## config.mk

```make
export PLATFORM = sky130hd
export DESIGN_NAME = bl_zone_scheduler
export DESIGN_NICKNAME = d
export VERILOG_FILES = /design/src/rtl/bl_pkg.sv /design/src/rtl/bl_row_buffer.sv /design/src/rtl/bl_zone_scheduler.sv
export SDC_FILE = /design/constraint.sdc
export NUM_CORES = 1
export LEC_CHECK = 0
export BUFFER_PORTS_ARGS = -buffer_cell sky130_fd_sc_hd__clkbuf_2
export CORE_MARGIN = 2
export CORE_UTILIZATION = 60
export DETAILED_ROUTE_END_ITERATION = 16
export HOLD_SLACK_MARGIN = 0.12
export PLACE_DENSITY = 0.88
export RECOVER_POWER = 50
export SETUP_SLACK_MARGIN = 0.05
export SYNTH_ARGS = -nofsm -noshare
export SYNTH_HDL_FRONTEND = slang
export SYNTH_SLANG_ARGS = --single-unit
```

## constraint.sdc

```tcl
create_clock -name iODCK -period 24.4 [get_ports iODCK]
set_input_delay 4.88 -clock iODCK [delete_from_list [all_inputs] [get_ports iODCK]]
set_output_delay 4.88 -clock iODCK [all_outputs]
set_load 0.02 [all_outputs]
```

## src/rtl/bl_pkg.sv

```systemverilog
// Shared sizes, FSM encoding and fail-safe constants for the backlight zone scheduler.
package bl_pkg;
  localparam int H_BLOCKS    = 8;
  localparam int V_BLOCKS    = 16;
  localparam int DUTY_W      = 8;
  localparam int BLK_W       = 24;
  localparam int ROW_W       = BLK_W * H_BLOCKS;
  localparam int H_W         = 3;
  localparam int V_W         = 4;
  localparam int ADDR_W      = 7;
  localparam int ALG_TIMEOUT = 64;

  // A stalled algorithm unit must never leave a zone dark: fall back to full brightness.
  localparam logic [DUTY_W-1:0] FAILSAFE_DUTY = '1;

  typedef enum logic [1:0] {
    ST_IDLE   = 2'd0,
    ST_REQ    = 2'd1,
    ST_WRITE  = 2'd2,
    ST_ROWEND = 2'd3
  } state_e;

  function automatic logic [ADDR_W-1:0] duty_addr(input logic [V_W-1:0] v,
                                                  input logic [H_W-1:0] h);
    return {v, h};
  endfunction
endpackage

```

## src/rtl/bl_row_buffer.sv

```systemverilog
// Two-entry row store: a pending row waiting for the scheduler and the working row
// being sequenced. A row arriving while pending is occupied is dropped and flagged.
module bl_row_buffer
  import bl_pkg::*;
(
  input  logic             clk,
  input  logic             rst,
  input  logic             row_valid,
  input  logic [V_W-1:0]   v_addr,
  input  logic [ROW_W-1:0] row_data,
  input  logic             take,
  input  logic             clr_overrun,
  output logic             pend_full,
  output logic [ROW_W-1:0] work_data,
  output logic [V_W-1:0]   work_v,
  output logic             overrun
);

  logic             pend_vld_q, pend_vld_d;
  logic [ROW_W-1:0] pend_data_q, pend_data_d;
  logic [V_W-1:0]   pend_v_q, pend_v_d;
  logic [ROW_W-1:0] work_data_q, work_data_d;
  logic [V_W-1:0]   work_v_q, work_v_d;
  logic             overrun_q, overrun_d;
  logic             accept;

  // A slot freed by take in this same cycle can already receive the incoming row.
  assign accept = row_valid & (~pend_vld_q | take);

  always_comb begin
    pend_vld_d  = pend_vld_q;
    pend_data_d = pend_data_q;
    pend_v_d    = pend_v_q;
    work_data_d = work_data_q;
    work_v_d    = work_v_q;
    overrun_d   = overrun_q;
    if (take) begin
      work_data_d = pend_data_q;
      work_v_d    = pend_v_q;
      pend_vld_d  = 1'b0;
    end
    if (accept) begin
      pend_data_d = row_data;
      pend_v_d    = v_addr;
      pend_vld_d  = 1'b1;
    end
    if (clr_overrun) overrun_d = 1'b0;
    if (row_valid && !accept) overrun_d = 1'b1;
  end

  always_ff @(posedge clk) begin
    if (rst) begin
      pend_vld_q <= 1'b0;
      overrun_q  <= 1'b0;
    end else begin
      pend_vld_q <= pend_vld_d;
      overrun_q  <= overrun_d;
    end
  end

  always_ff @(posedge clk) begin
    pend_data_q <= pend_data_d;
    pend_v_q    <= pend_v_d;
    work_data_q <= work_data_d;
    work_v_q    <= work_v_d;
  end

  assign pend_full = pend_vld_q;
  assign work_data = work_data_q;
  assign work_v    = work_v_q;
  assign overrun   = overrun_q;

endmodule

```

## src/rtl/bl_zone_scheduler.sv

```systemverilog
// Walks each buffered row block by block through the shared dimming unit and writes
// the returned duties into the zone buffer, with a fail-safe watchdog on the handshake.
module bl_zone_scheduler
  import bl_pkg::*;
#(
  parameter int TIMEOUT = ALG_TIMEOUT
) (
  input  logic              iODCK,
  input  logic              iRST,
  input  logic              iVSYNC,
  input  logic              iRowValid,
  input  logic [V_W-1:0]    iV_Address,
  input  logic [ROW_W-1:0]  iPixelData,
  output logic              oALG_req,
  output logic [BLK_W-1:0]  oALG_blk,
  input  logic              iALG_ack,
  input  logic [DUTY_W-1:0] iALG_duty,
  output logic              oDutyWE,
  output logic [ADDR_W-1:0] oDutyAddr,
  output logic [DUTY_W-1:0] oDutyData,
  output logic              oFrameDone,
  output logic              oBusy,
  output logic              oOverrun,
  output logic              oALGTimeout
);

  localparam int WD_W = $clog2(TIMEOUT + 1);
  localparam logic [WD_W-1:0] WD_LAST = WD_W'(TIMEOUT - 1);
  localparam logic [H_W-1:0]  H_LAST  = H_W'(H_BLOCKS - 1);
  localparam logic [V_W-1:0]  V_LAST  = V_W'(V_BLOCKS - 1);

  state_e            state_q;
  logic [H_W-1:0]    h_q;
  logic [WD_W-1:0]   wd_q;
  logic              req_q;
  logic              we_q;
  logic [ADDR_W-1:0] addr_q;
  logic [DUTY_W-1:0] data_q;
  logic              done_q;
  logic              timeout_q;
  logic              vsync_q, vsync_qq;

  logic              pend_full;
  logic [ROW_W-1:0]  work_data;
  logic [V_W-1:0]    work_v;
  logic              overrun;
  logic              take;
  logic              vsync_rise;

  function automatic logic [WD_W-1:0] wd_sat_inc(input logic [WD_W-1:0] c);
    return (c == WD_LAST) ? c : c + 1'b1;
  endfunction

  assign take       = (state_q == ST_IDLE) && pend_full;
  assign vsync_rise = vsync_q & ~vsync_qq;

  bl_row_buffer u_row_buffer (
    .clk         (iODCK),
    .rst         (iRST),
    .row_valid   (iRowValid),
    .v_addr      (iV_Address),
    .row_data    (iPixelData),
    .take        (take),
    .clr_overrun (vsync_rise),
    .pend_full   (pend_full),
    .work_data   (work_data),
    .work_v      (work_v),
    .overrun     (overrun)
  );

  always_ff @(posedge iODCK) begin
    if (iRST) begin
      state_q   <= ST_IDLE;
      h_q       <= '0;
      wd_q      <= '0;
      req_q     <= 1'b0;
      we_q      <= 1'b0;
      addr_q    <= '0;
      data_q    <= '0;
      done_q    <= 1'b0;
      timeout_q <= 1'b0;
      vsync_q   <= 1'b0;
      vsync_qq  <= 1'b0;
    end else begin
      vsync_q  <= iVSYNC;
      vsync_qq <= vsync_q;
      we_q     <= 1'b0;
      done_q   <= 1'b0;
      case (state_q)
        ST_IDLE: begin
          if (pend_full) begin
            state_q <= ST_REQ;
            h_q     <= '0;
            wd_q    <= '0;
            req_q   <= 1'b1;
          end
        end
        ST_REQ: begin
          if (iALG_ack) begin
            state_q <= ST_WRITE;
            req_q   <= 1'b0;
            we_q    <= 1'b1;
            addr_q  <= duty_addr(work_v, h_q);
            data_q  <= iALG_duty;
          end else if (wd_q == WD_LAST) begin
            state_q   <= ST_WRITE;
            req_q     <= 1'b0;
            we_q      <= 1'b1;
            addr_q    <= duty_addr(work_v, h_q);
            data_q    <= FAILSAFE_DUTY;
            timeout_q <= 1'b1;
          end else begin
            wd_q <= wd_sat_inc(wd_q);
          end
        end
        ST_WRITE: begin
          if (h_q != H_LAST) begin
            state_q <= ST_REQ;
            h_q     <= h_q + 1'b1;
            wd_q    <= '0;
            req_q   <= 1'b1;
          end else begin
            state_q <= ST_ROWEND;
            done_q  <= (work_v == V_LAST);
          end
        end
        default: state_q <= ST_IDLE;
      endcase
    end
  end

  // The block on the bus is selected by H from the working row, both frozen while requesting.
  assign oALG_req    = req_q;
  assign oALG_blk    = req_q ? work_data[h_q*BLK_W +: BLK_W] : '0;
  assign oDutyWE     = we_q;
  assign oDutyAddr   = addr_q;
  assign oDutyData   = data_q;
  assign oFrameDone  = done_q;
  assign oBusy       = (state_q != ST_IDLE) || pend_full;
  assign oOverrun    = overrun;
  assign oALGTimeout = timeout_q;

endmodule

```

==> impl_metrics.py <==
metrics = {
    "power": {
        "powerDensity_nw_per_um2": 89.0,
        "p_leak_nw": 6.36,
        "vdd_drop_max_v": 0.0000844,
    },
    "clock_network": {
        "cts_root_buf": "clkbuf_16",
        "holdBufCountCts": 0,
        "clkSlewWorstSetupHoldPaths_ns": 0.06,
        "numCtsBuffers": 41,
        "clkLatencyLatePin_ns": 0.53,
        "cts_sinks": 427,
        "cts_resized": 0,
        "cts-htree-levels": 2,
        "cts_tree": "done",
        "cts_buffer_depth": 3,
        "postCtsSetupBuffers": 0,
    },
    "worst_setup_path": {
        "path_class": "flip-flop to output pin",
        "worstPathMaxFanout": 29,
        "r2r_start": "state_q[1]",
        "rr_worst_depth": 3,
        "r2r_slack_ns": 17.62,
        "startpoint_type": "flip-flop",
        "critPathRequiredTime_ns": 19.52,
        "arrival_ns": 2.84,
        "critPathCaptureType": "output pin",
        "r2r_end": "u_row_buffer.work_data[71]",
    },
    "global_route": {
        "first_global_vias": 7569,
        "grt_pass1_wl_um": 41600,
        "antenna_found_initial": 0,
        "grtUsageMet1": 0.265,
        "grt_max_degree": 82,
        "met2_usage": 0.383,
        "grt_busiest_layer": "met2",
        "track_usage": 0.218,
        "met3_usage": 0.0542,
        "globalRouteOverflowTotal": 0,
    },
    "synth": {
        "synth-seq-area-share": 0.849,
        "yosys_warnings": 0,
        "synthesis.nets": 882,
        "synth.cell_area_um2": 14700,
        "netlist_instances": 670,
        "syn_avg_cell_area_um2": 21.9,
        "synth.distinct_cells": 33,
        "ys_ff_latch": 427,
    },
    "run_status": {
        "violations": "capacitance limit, slew limit",
        "status": "finished with violations",
    },
    "timing": {
        "skew_ns": 0.0199,
        "hold_viol": 0,
        "rsz0062_at_grt": "no",
        "fin_ws_ns": 16.68,
        "fin_setup_tns_ns": 0,
        "maxSlewViolCount": 200,
        "finalCritPeriodShare": 0.317,
        "worst_pin_slew_ns": 3.96,
        "period_minus_slack_ns": 7.72,
        "relSlewSlack": -1.64,
        "finalSetupViolations": 0,
        "fmax_mhz": 129,
    },
    "routing": {
        "avgRoutedWirePerCell_um": 20.9,
        "drt-initial-drc-count": 568,
        "drc": 0,
        "firstDrtPassIters": 5,
        "vias": 7076,
        "wirelength_um": 27400,
        "vias_per_cell": 5.41,
        "ant_nets": 0,
    },
    "floorplan": {
        "die_w_um": 160,
        "io_pins": 254,
        "start_util": 0.607,
        "fp.dieH_um": 160,
        "fp-row-count": 57,
        "dieArea_um2": 25700,
        "core_um2": 24200,
    },
    "final_layout": {
        "drive_above_1_share": 0.388,
        "fillCellCount": 1351,
        "syn_to_final_growth_pct": 20.8,
        "finalNetCount": 1164,
        "final_cells": 1309,
        "final_cell_mix": "edfxtp_1, clkbuf_2, mux4_2",
        "final_common_cell": "edfxtp_1",
        "num_antenna_cells": 0,
    },
    "placement": {
        "numPlacedInstances": 1233,
        "gp_congestion": 0.791,
        "place_ws_ns": 17.16,
        "dp_hpwl_um": 17700,
        "portBuffers": 253,
    },
    "hold_path": {
        "hold_class": "flip-flop to flip-flop",
        "worstHoldStart": "u_row_buffer.pend_data_q[142]",
        "hold_end": "u_row_buffer.work_data[142]",
        "hold_depth": 0,
    },
    "flow_run": {
        "cap_violations": 3,
    },
}
## synthesized netlist by cell type (all sizes together)
cell type / n / area, um2
dfxtp: 35 / 701
and2: 1 / 6.26
clkbuf: 12 / 45.0
mux2i: 25 / 250
a21o: 1 / 7.51
nor2b: 26 / 163
a31oi: 1 / 6.26
nor3b: 2 / 15.0
inv: 4 / 15.0
edfxtp: 392 / 11800
o21a: 3 / 22.5
nand3: 4 / 20.0
or3: 5 / 31.3
and2b: 1 / 7.51
xor2: 1 / 8.76
nand2b: 1 / 6.26
a21oi: 18 / 90.1
buf: 11 / 63.8
nor3: 12 / 65.1
o21ai: 7 / 35.0
mux4: 48 / 1080
nand2: 24 / 90.1
o32a: 1 / 10.0
ha: 3 / 37.5
nor4: 1 / 6.26
o21bai: 1 / 11.3
nand4: 2 / 12.5
nor2: 28 / 105
## report_power, final
part / switching, W / total, W / internal (W)
combinational: 0.0000381 / 0.0000632 / 0.0000251
clock: 0.000261 / 0.000651 / 0.000389
sequential: 0.0000138 / 0.000864 / 0.000850
total: 0.000313 / 0.00158 / 0.00126
## how the worst max path moves through the flow
stage / from / end / cells past startpoint
floorplan: state_q[1] / u_row_buffer.work_data[0] / 2
global placement: h_q[0] / oALG_blk[22] / 5
detailed placement: h_q[0] / oALG_blk[18] / 5
CTS: h_q[0] / oALG_blk[18] / 5
global route: h_q[0] / oALG_blk[18] / 5
finish: h_q[0] / oALG_blk[18] / 5
## worst max-delay path: stages, from the launching register on
cell and delay [ns]:
dfxtp_4 0.66, buf_4 0.58, mux4_2 0.62, mux2i_1 0.21
nor2b_1 0.07, clkbuf_2 0.16
## metal layers
| metal | vias to the layer above | wire [um] |
|---|---|---|
| met5 | - | 0 |
| met4 | 0 | 791 |
| met1 | 3462 | 10400 |
| met2 | 321 | 14300 |
| met3 | 61 | 2000 |
| li1 | 3232 | - |
## logic make-up (layout without fill, tap and decap cells)
| logic type | Yosys count | after routing | share of synthesized area |
|---|---|---|---|
| flops | 427 | 427 | 0.849 |
| simple gates | 107 | 107 | 0.0360 |
| mux | 73 | 73 | 0.0907 |
| compound gates | 32 | 32 | 0.0124 |
| buf+inv | 27 | 342 | 0.00843 |
| fa+ha+maj | 3 | 3 | 0.00256 |
| xor+xnor | 1 | 1 | 0.000597 |
## state kept, by name, indices dropped and copies added, names as in the netlist, 2 cells and up
| register | cells |
|---|---|
| h_q | 3 |
| oDutyAddr | 7 |
| oDutyData | 8 |
| state_q | 2 |
| u_row_buffer.pend_data_q | 192 |
| u_row_buffer.pend_v_q | 4 |
| u_row_buffer.work_data | 192 |
| u_row_buffer.work_v | 4 |
| wd_q | 7 |
## final cells by class
cell class	count	area, um2	share of cell area
flip-flops and latches	427	12500	0.704
multi-input cells	216	2100	0.118
repair buffers	262	1320	0.0746
clock buffers	51	1100	0.0620
well taps	324	405	0.0229
clock inverters	25	320	0.0181
inverters	4	15.0	0.000847
## metrics by stage
step,power (W),hold WS (ns),instance area [um2],utilization
floorplan,0.000919,0.400,14700,-
detailed placement,0.000941,0.405,16300,0.676
global route,0.00163,0.420,17700,0.734
finish,0.00158,0.412,17700,0.734
global placement,0.000936,0.400,16300,0.676
CTS,0.00159,0.414,17800,0.734
Power figures use the tool's default switching activity.
